[src/rtl/writeback_if.sv]
// writeback_if: MEM-to-WB handshake, load response and register-file write port
interface writeback_if;
    logic        in_valid;
    logic        in_ready;
    logic [4:0]  in_rd;
    logic        in_reg_write;
    logic [1:0]  in_result_src;
    logic [31:0] in_alu_result;
    logic [31:0] in_pc_plus4;
    logic [31:0] in_imm;
    logic [2:0]  in_funct3;
    logic        flush;
    logic        mem_rsp_valid;
    logic [31:0] mem_rsp_data;
    logic        rf_wen;
    logic [4:0]  rf_waddr;
    logic [31:0] rf_wdata;
    logic        misalign_err;
    logic [31:0] retired_count;
    modport master (
        output in_valid, in_rd, in_reg_write, in_result_src, in_alu_result, in_pc_plus4,
               in_imm, in_funct3, flush, mem_rsp_valid, mem_rsp_data,
        input  in_ready, rf_wen, rf_waddr, rf_wdata, misalign_err, retired_count
    );
    modport slave (
        input  in_valid, in_rd, in_reg_write, in_result_src, in_alu_result, in_pc_plus4,
               in_imm, in_funct3, flush, mem_rsp_valid, mem_rsp_data,
        output in_ready, rf_wen, rf_waddr, rf_wdata, misalign_err, retired_count
    );
endinterface

[src/rtl/writeback_stage.sv]
// writeback_stage: selects the result, extends loads, writes the register file and counts retirements
module writeback_stage (
    input logic         clk,
    input logic         rst,
    writeback_if.slave  wb
);
    typedef enum logic [1:0] {IDLE, WAIT_MEM, WRITE} state_t;
    state_t      state, state_nx;
    logic [4:0]  rd_q;
    logic        reg_write_q;
    logic [1:0]  src_q;
    logic [31:0] alu_q, pc4_q, imm_q, load_q, count_q;
    logic [2:0]  f3_q;
    logic        accept, mis;
    logic [7:0]  byte_sel;
    logic [15:0] half_sel;
    logic [31:0] ext;
    assign wb.in_ready = !rst && state != WAIT_MEM;
    assign accept = wb.in_valid && wb.in_ready && !wb.flush;
    // load extension from the raw word, plus misalignment of the captured load
    always_comb begin
        byte_sel = wb.mem_rsp_data[{alu_q[1:0], 3'b000} +: 8];
        half_sel = wb.mem_rsp_data[{alu_q[1], 4'b0000} +: 16];
        ext = f3_q == 3'b000 ? {{24{byte_sel[7]}}, byte_sel} :
              f3_q == 3'b100 ? {24'b0, byte_sel} :
              f3_q == 3'b001 ? {{16{half_sel[15]}}, half_sel} :
              f3_q == 3'b101 ? {16'b0, half_sel} : wb.mem_rsp_data;
        mis = src_q == 2'b01 && (f3_q == 3'b011 || f3_q == 3'b110 || f3_q == 3'b111 ||
              ((f3_q == 3'b001 || f3_q == 3'b101) && alu_q[0]) ||
              (f3_q == 3'b010 && alu_q[1:0] != 2'b00));
    end
    // next state: loads park in WAIT_MEM until the response, everything else writes next cycle
    always_comb begin
        state_nx = state == WAIT_MEM ? (wb.mem_rsp_valid ? WRITE : WAIT_MEM) :
                   accept ? (wb.in_result_src == 2'b01 ? WAIT_MEM : WRITE) : IDLE;
    end
    // write port and error pulse driven from captured state only
    always_comb begin
        wb.rf_wen        = state == WRITE && reg_write_q && rd_q != 5'd0 && !mis;
        wb.misalign_err  = state == WRITE && mis;
        wb.rf_waddr      = rd_q;
        wb.rf_wdata      = src_q == 2'b00 ? alu_q : src_q == 2'b01 ? load_q :
                           src_q == 2'b10 ? pc4_q : imm_q;
        wb.retired_count = count_q;
    end
    // state, captured fields and retirement counter (counted on entry to WRITE)
    always_ff @(posedge clk or posedge rst) begin
        if (rst) begin
            state       <= IDLE;
            rd_q        <= '0;
            reg_write_q <= 1'b0;
            src_q       <= '0;
            alu_q       <= '0;
            pc4_q       <= '0;
            imm_q       <= '0;
            f3_q        <= '0;
            load_q      <= '0;
            count_q     <= '0;
        end else begin
            if (accept) begin
                rd_q        <= wb.in_rd;
                reg_write_q <= wb.in_reg_write;
                src_q       <= wb.in_result_src;
                alu_q       <= wb.in_alu_result;
                pc4_q       <= wb.in_pc_plus4;
                imm_q       <= wb.in_imm;
                f3_q        <= wb.in_funct3;
            end
            if (state == WAIT_MEM && wb.mem_rsp_valid) load_q <= ext;
            if (state_nx == WRITE) count_q <= count_q + 32'd1;
            state <= state_nx;
        end
    end
endmodule
[src/flat_wrapper.sv]
// flat-port wrapper written by rule: the top's interface ports become plain ports
module writeback_stage_flat 
  (clk, rst, wb_in_valid, wb_in_rd, wb_in_reg_write, wb_in_result_src, wb_in_alu_result, wb_in_pc_plus4, wb_in_imm, wb_in_funct3, wb_flush, wb_mem_rsp_valid, wb_mem_rsp_data, wb_in_ready, wb_rf_wen, wb_rf_waddr, wb_rf_wdata, wb_misalign_err, wb_retired_count);
  writeback_if wb_i ();
  input logic clk;
  input logic rst;
  input wire logic [$bits(wb_i.in_valid)-1:0] wb_in_valid;
  input wire logic [$bits(wb_i.in_rd)-1:0] wb_in_rd;
  input wire logic [$bits(wb_i.in_reg_write)-1:0] wb_in_reg_write;
  input wire logic [$bits(wb_i.in_result_src)-1:0] wb_in_result_src;
  input wire logic [$bits(wb_i.in_alu_result)-1:0] wb_in_alu_result;
  input wire logic [$bits(wb_i.in_pc_plus4)-1:0] wb_in_pc_plus4;
  input wire logic [$bits(wb_i.in_imm)-1:0] wb_in_imm;
  input wire logic [$bits(wb_i.in_funct3)-1:0] wb_in_funct3;
  input wire logic [$bits(wb_i.flush)-1:0] wb_flush;
  input wire logic [$bits(wb_i.mem_rsp_valid)-1:0] wb_mem_rsp_valid;
  input wire logic [$bits(wb_i.mem_rsp_data)-1:0] wb_mem_rsp_data;
  output wire logic [$bits(wb_i.in_ready)-1:0] wb_in_ready;
  output wire logic [$bits(wb_i.rf_wen)-1:0] wb_rf_wen;
  output wire logic [$bits(wb_i.rf_waddr)-1:0] wb_rf_waddr;
  output wire logic [$bits(wb_i.rf_wdata)-1:0] wb_rf_wdata;
  output wire logic [$bits(wb_i.misalign_err)-1:0] wb_misalign_err;
  output wire logic [$bits(wb_i.retired_count)-1:0] wb_retired_count;
  assign wb_i.in_valid = wb_in_valid;
  assign wb_i.in_rd = wb_in_rd;
  assign wb_i.in_reg_write = wb_in_reg_write;
  assign wb_i.in_result_src = wb_in_result_src;
  assign wb_i.in_alu_result = wb_in_alu_result;
  assign wb_i.in_pc_plus4 = wb_in_pc_plus4;
  assign wb_i.in_imm = wb_in_imm;
  assign wb_i.in_funct3 = wb_in_funct3;
  assign wb_i.flush = wb_flush;
  assign wb_i.mem_rsp_valid = wb_mem_rsp_valid;
  assign wb_i.mem_rsp_data = wb_mem_rsp_data;
  assign wb_in_ready = wb_i.in_ready;
  assign wb_rf_wen = wb_i.rf_wen;
  assign wb_rf_waddr = wb_i.rf_waddr;
  assign wb_rf_wdata = wb_i.rf_wdata;
  assign wb_misalign_err = wb_i.misalign_err;
  assign wb_retired_count = wb_i.retired_count;
  writeback_stage u_core (.clk(clk), .rst(rst), .wb(wb_i));
endmodule
[config.mk]
export PLATFORM = sky130hd
export DESIGN_NAME = writeback_stage_flat
export DESIGN_NICKNAME = d
export VERILOG_FILES = /design/src/rtl/writeback_if.sv /design/src/rtl/writeback_stage.sv /design/src/flat_wrapper.sv
export SDC_FILE = /design/constraint.sdc
export NUM_CORES = 1
export LEC_CHECK = 0
export BUFFER_PORTS_ARGS = -buffer_cell sky130_fd_sc_hd__clkbuf_2
export CAP_MARGIN = 20
export CORE_MARGIN = 2
export CORE_UTILIZATION = 55
export CTS_BUF_LIST = sky130_fd_sc_hd__clkbuf_8
export DETAILED_ROUTE_END_ITERATION = 8
export PLACE_DENSITY_LB_ADDON = 0.1
export SLEW_MARGIN = 20
export SYNTH_ARGS = -nofsm -noshare
export SYNTH_HDL_FRONTEND = slang
export SYNTH_SLANG_ARGS = --single-unit
[constraint.sdc]
create_clock -name clk -period 14.05 [get_ports clk]
set_input_delay 0.7025 -clock clk [delete_from_list [all_inputs] [get_ports clk]]
set_output_delay 0.7025 -clock clk [all_outputs]
set_load 0.005 [all_outputs]
# Word level (Yosys, flattened, before mapping)
# Cells that the tools add are included.
# classes
n_addsub	1
n_eq_ne	14
n_shift	2
mux	11
n_reduce_logical	23
# ops
op	count
2-to-1 mux 32 bit	7
adder 32 x 1 -> 32 bit (second input constant)	1
indexed part select 32 x 6 -> 16 bit	1
indexed part select 32 x 6 -> 8 bit	1
equality test 3 bit (second input constant)	4
logical AND 1 bit	11
2-to-1 mux 2 bit	4
equality test 2 x 1 -> 1 bit (second input constant)	3
equality test 2 bit (second input constant)	3
equality test 3 x 2 -> 1 bit (second input constant)	2
logical OR 1 bit	5
nonzero test 5 bit	1
equality test 3 x 1 -> 1 bit (second input constant)	1
logical NOT 1 bit	3
logical NOT 3 bit	1
logical NOT 2 bit	1
inequality test 2 x 1 -> 1 bit (second input constant)	1
nonzero test 2 bit	1
# totals
ff_bits	173
inputBits	144
wordCells	61

# Depth between registers and ports, before layout
# logic_depth
depth_word	8
ltp_mapped	7
ltp_nobuf	5

# Worst setup path before layout
# Ideal clock, no wire load.
# synth_path
kind	reg2out
start	register u_core.src_q[1]
end	output port wb_rf_wdata[10]
t_arrival_ps	1421
required_time_ps	13347
path_slack_ps	11926
stages_incl_launch_ff	5
n_path_buf	3
cell_sequence	dfrtp_1 > buf_2 > buf_2 > buf_1 > mux4_2
# synth_via
elab_chain_cells	4
word_cells_on_any_way	6
# synth_rtl
item	line	source
from (decl)	writeback_stage.sv:11	logic [1:0] src_q;
from (signal assigned)	writeback_stage.sv:63	src_q <= wb.in_result_src;
equality test 2 bit	writeback_stage.sv:43	src_q == 2'b10 ? pc4_q : imm_q;
2-to-1 mux 32 bit	writeback_stage.sv:43	
2-to-1 mux 32 bit	writeback_stage.sv:42	wb.rf_wdata = src_q == 2'b00 ? alu_q : src_q == 2'b01 ? load_q :
2-to-1 mux 32 bit (*)	writeback_stage.sv:42	
to (decl)	flat_wrapper.sv:21	output wire logic [$bits(wb_i.rf_wdata)-1:0] wb_rf_wdata;
# Mark *: on every way between the ends. The rest lies on a longest branch, timed or not.

# Worst setup path in the final report
# layout_path
start	register u_core.alu_q[1]
end	output port wb_misalign_err
# layout_via
elab_chain_cells	5
# layout_rtl
item	line	source
from (decl)	writeback_stage.sv:12	logic [31:0] alu_q, pc4_q, imm_q, load_q, count_q;
from (signal assigned)	writeback_stage.sv:64	alu_q <= wb.in_alu_result;
nonzero test 2 bit	writeback_stage.sv:30	(f3_q == 3'b010 && alu_q[1:0] != 2'b00));
logical AND 1 bit	writeback_stage.sv:30	
logical OR 1 bit	writeback_stage.sv:29	((f3_q == 3'b001 || f3_q == 3'b101) && alu_q[0]) ||
logical AND 1 bit	writeback_stage.sv:28	mis = src_q == 2'b01 && (f3_q == 3'b011 || f3_q == 3'b110 || f3_q == 3'b111 ||
logical AND 1 bit	writeback_stage.sv:40	wb.misalign_err = state == WRITE && mis;
to (decl)	flat_wrapper.sv:22	output wire logic [$bits(wb_i.misalign_err)-1:0] wb_misalign_err;
# No other way between the ends.

==> results.cfg <==
[yosys]
synth.avg_cell_area_um2 = 13.7
syn_area_mm2 = 0.00804
synth.net_count = 732
yosysTopAreaCellShare_pct = 53.8
yosysTopAreaCell = dfrtp_1
synth-seq-cells = 173
synthTopCellsByArea = dfrtp_1, mux2_2, mux4_2
ys_seq_area_share_pct = 53.8
syn_inst = 587
synth_common_cells = dfrtp_1, mux2_2, mux4_2
async_flop_share_pct = 100
yosys_warnings = 0
synth_edf_count = 0
yosysMostFrequentCell = dfrtp_1
synth_cell_types = 43
ys.flop_type = dfrtp_1

[sta]
finClkSkew_ps = 10.4
tightestPinTransition_ps = 1080
hold_viol = 0
hold_slack_ps = 436
min_period_ps = 3030
setup_viol = 0
max_freq_ghz = 0.330
rsz0062_at_grt = false
finalSetupTns_ps = 0
relSlewSlack_pct = 28.0
report.final.slew_viol_count = 0
fin_crit_sh_pct = 21.5

[die]
placementRows = 44
die_w_um = 125
core_area_mm2 = 0.0144
initial_core_util_pct = 55.8
ios = 216
die_y_um = 125
die_area_mm2 = 0.0156

[cts]
clock_tree.root_cell = clkbuf_8
clk_pin_slew_worst_paths_ps = 80
cts_tree = built
cts_buffers = 17
cts.sinks = 173
cts_resized = 0
htree_levels = 4
hold_buffers = 0
post_cts.repair.setup_buffers = 0
worstSkewPairLatency_ps = 450
clk_path_buf_depth = 2

[run]
drv_cap = 0

[pwr]
p_per_area_mw_per_mm2 = 143
leakagePower_nw = 4.54
power.total_mw = 1.38
ir_drop_v = 0.0000745

[worst_setup_path]
r2r_setup_slack_ps = 11280
path_delay_family = simple AND/OR/NAND/NOR gates
cpPeakStageDelay_ps = 820
r2r_end = u_core.load_q[14]$_DFFE_PP0P_
critPathKind = flip-flop to output pin
slowest_stage = dfrtp_1
reg2reg_from = u_core.alu_q[0]$_DFFE_PP0P_
startpoint = u_core.alu_q[1]$_DFFE_PP0P_
crit_required_ps = 13350
path_max_fanout = 23
path_cells = or3_1 > a21oi_1 > nor4b_1 > and3b_1 > clkbuf_2
worst-path-stages = 5
worstRegToRegCells = 4
setup.worst_path.end = wb_misalign_err
critPathBufInv = 1
critical_path_arrival_ps = 2320
worstSetupEndpointType = output pin
critPathLaunchType = flip-flop

[routing]
vias = 5601
antenna_left = 0
vias_per_cell = 5.67
routed_wl_um = 18400
drc = 0
first_pass_iters = 4
drt-initial-drc-count = 292
wire_per_inst_um = 18.7

[outcome]
status = completed

[grt]
grt_use_total_pct = 24.6
grt_pass1_wl_um = 30300
grt_remaining_overflow = 0
grt_max_degree = 117
grt_pass1_vias = 5900
antenna_found_initial = 3

[final_layout]
area_delta_synth_final_pct = 20.2
final_core_util_pct = 67.0
layout-drive-gt1-share_pct = 51.1
finalNetCount = 934

[min_path]
hold_class = input port to async pin

[placement]
hpwl_um = 13300
globalplace.congestion = 0.856
portBuffers = 215
[how the worst min path moves through the flow]
stage	endpoint	slack, ps	cells after the start
2_1_floorplan	u_core.load_q[0]$_DFFE_PP0P_	440	2
5_1_grt	u_core.imm_q[25]$_DFFE_PP0P_	450	2
3_5_place_dp	u_core.wb.retired_count[31]$_DFFE_PP0N_	470	1
6_report	u_core.wb.retired_count[12]$_DFFE_PP0N_	440	2
4_1_cts	u_core.imm_q[10]$_DFFE_PP0P_	450	2
3_3_place_gp	u_core.wb.retired_count[31]$_DFFE_PP0N_	460	1
[state kept, by name, indices dropped and copies added, names as in the netlist]
signal	cells
u_core.f3_q	3
u_core.src_q	2
u_core.imm_q	32
u_core.wb.rf_waddr	5
u_core.load_q	32
u_core.wb.retired_count	32
u_core.reg_write_q	1
u_core.state	2
u_core.pc4_q	32
u_core.alu_q	32
[metrics by stage]
stage | cells | cell area [um2] | setup slack, ps
2_1_floorplan | 587 | 8040 | 8660
3_3_place_gp | 954 | 9240 | 11360
3_5_place_dp | 954 | 9240 | 11270
4_1_cts | 986 | 9660 | 10940
5_1_grt | 987 | 9660 | 10840
6_report | 987 | 9660 | 11020
[metal layers]
metal,up-vias,part of all wire (%),GRT usage [%]
met3,34,8.1,8.08
met1,2818,41,32.9
met2,196,48,38.8
met4,4,2.4,7.84
met5,-,0.12,0
li1,2549,-,-
[report_power, final]
group / internal, mW / total, mW / switching (mW)
sequential: 0.600 / 0.686 / 0.0862
clock: 0.199 / 0.367 / 0.169
combinational: 0.200 / 0.326 / 0.126
[layout make-up]
class	count	area [um2]
diodes	1	2.50
repair buffers	219	1110
clock inverters	13	158
multi-input cells	374	3550
inverters	4	22.5
fillers	1105	4760
clock buffers	19	262
flip-flops and latches	173	4330
well taps	184	230
[cells by family (layout without fill, tap and decap cells)]
logic type,Yosys count,in the layout,synth area share (%)
compound gates,68,68,5.07
flops,173,173,53.8
fa+ha+maj,1,1,0.156
buf+inv,40,255,2.19
xor+xnor,31,31,3.38
other cells,0,1,0
mux,157,157,27.6
simple gates,117,117,7.75
[cells in the final DEF (no fill, tap or decap), types with 2 or more instances in the layout]
| master | n |
|---|---|
| a211oi_1 | 8 |
| a21oi_1 | 17 |
| and3_1 | 10 |
| buf_4 | 4 |
| bufinv_16 | 4 |
| clkbuf_2 | 215 |
| clkbuf_8 | 19 |
| clkinv_2 | 3 |
| dfrtp_1 | 171 |
| dfrtp_2 | 2 |
| inv_1 | 9 |
| mux2_2 | 109 |
| mux2i_1 | 7 |
| mux4_2 | 40 |
| nand2_1 | 27 |
| nand3_1 | 11 |
| nand4_1 | 7 |
| nor2_1 | 34 |
| nor2b_1 | 4 |
| nor3_1 | 4 |
| nor4b_4 | 2 |
| o21a_1 | 7 |
| o21ai_0 | 24 |
| o31ai_1 | 8 |
| or3_1 | 2 |
| xnor2_1 | 23 |
| xor2_1 | 8 |
No activity file was read; power rests on OpenSTA's default activity.
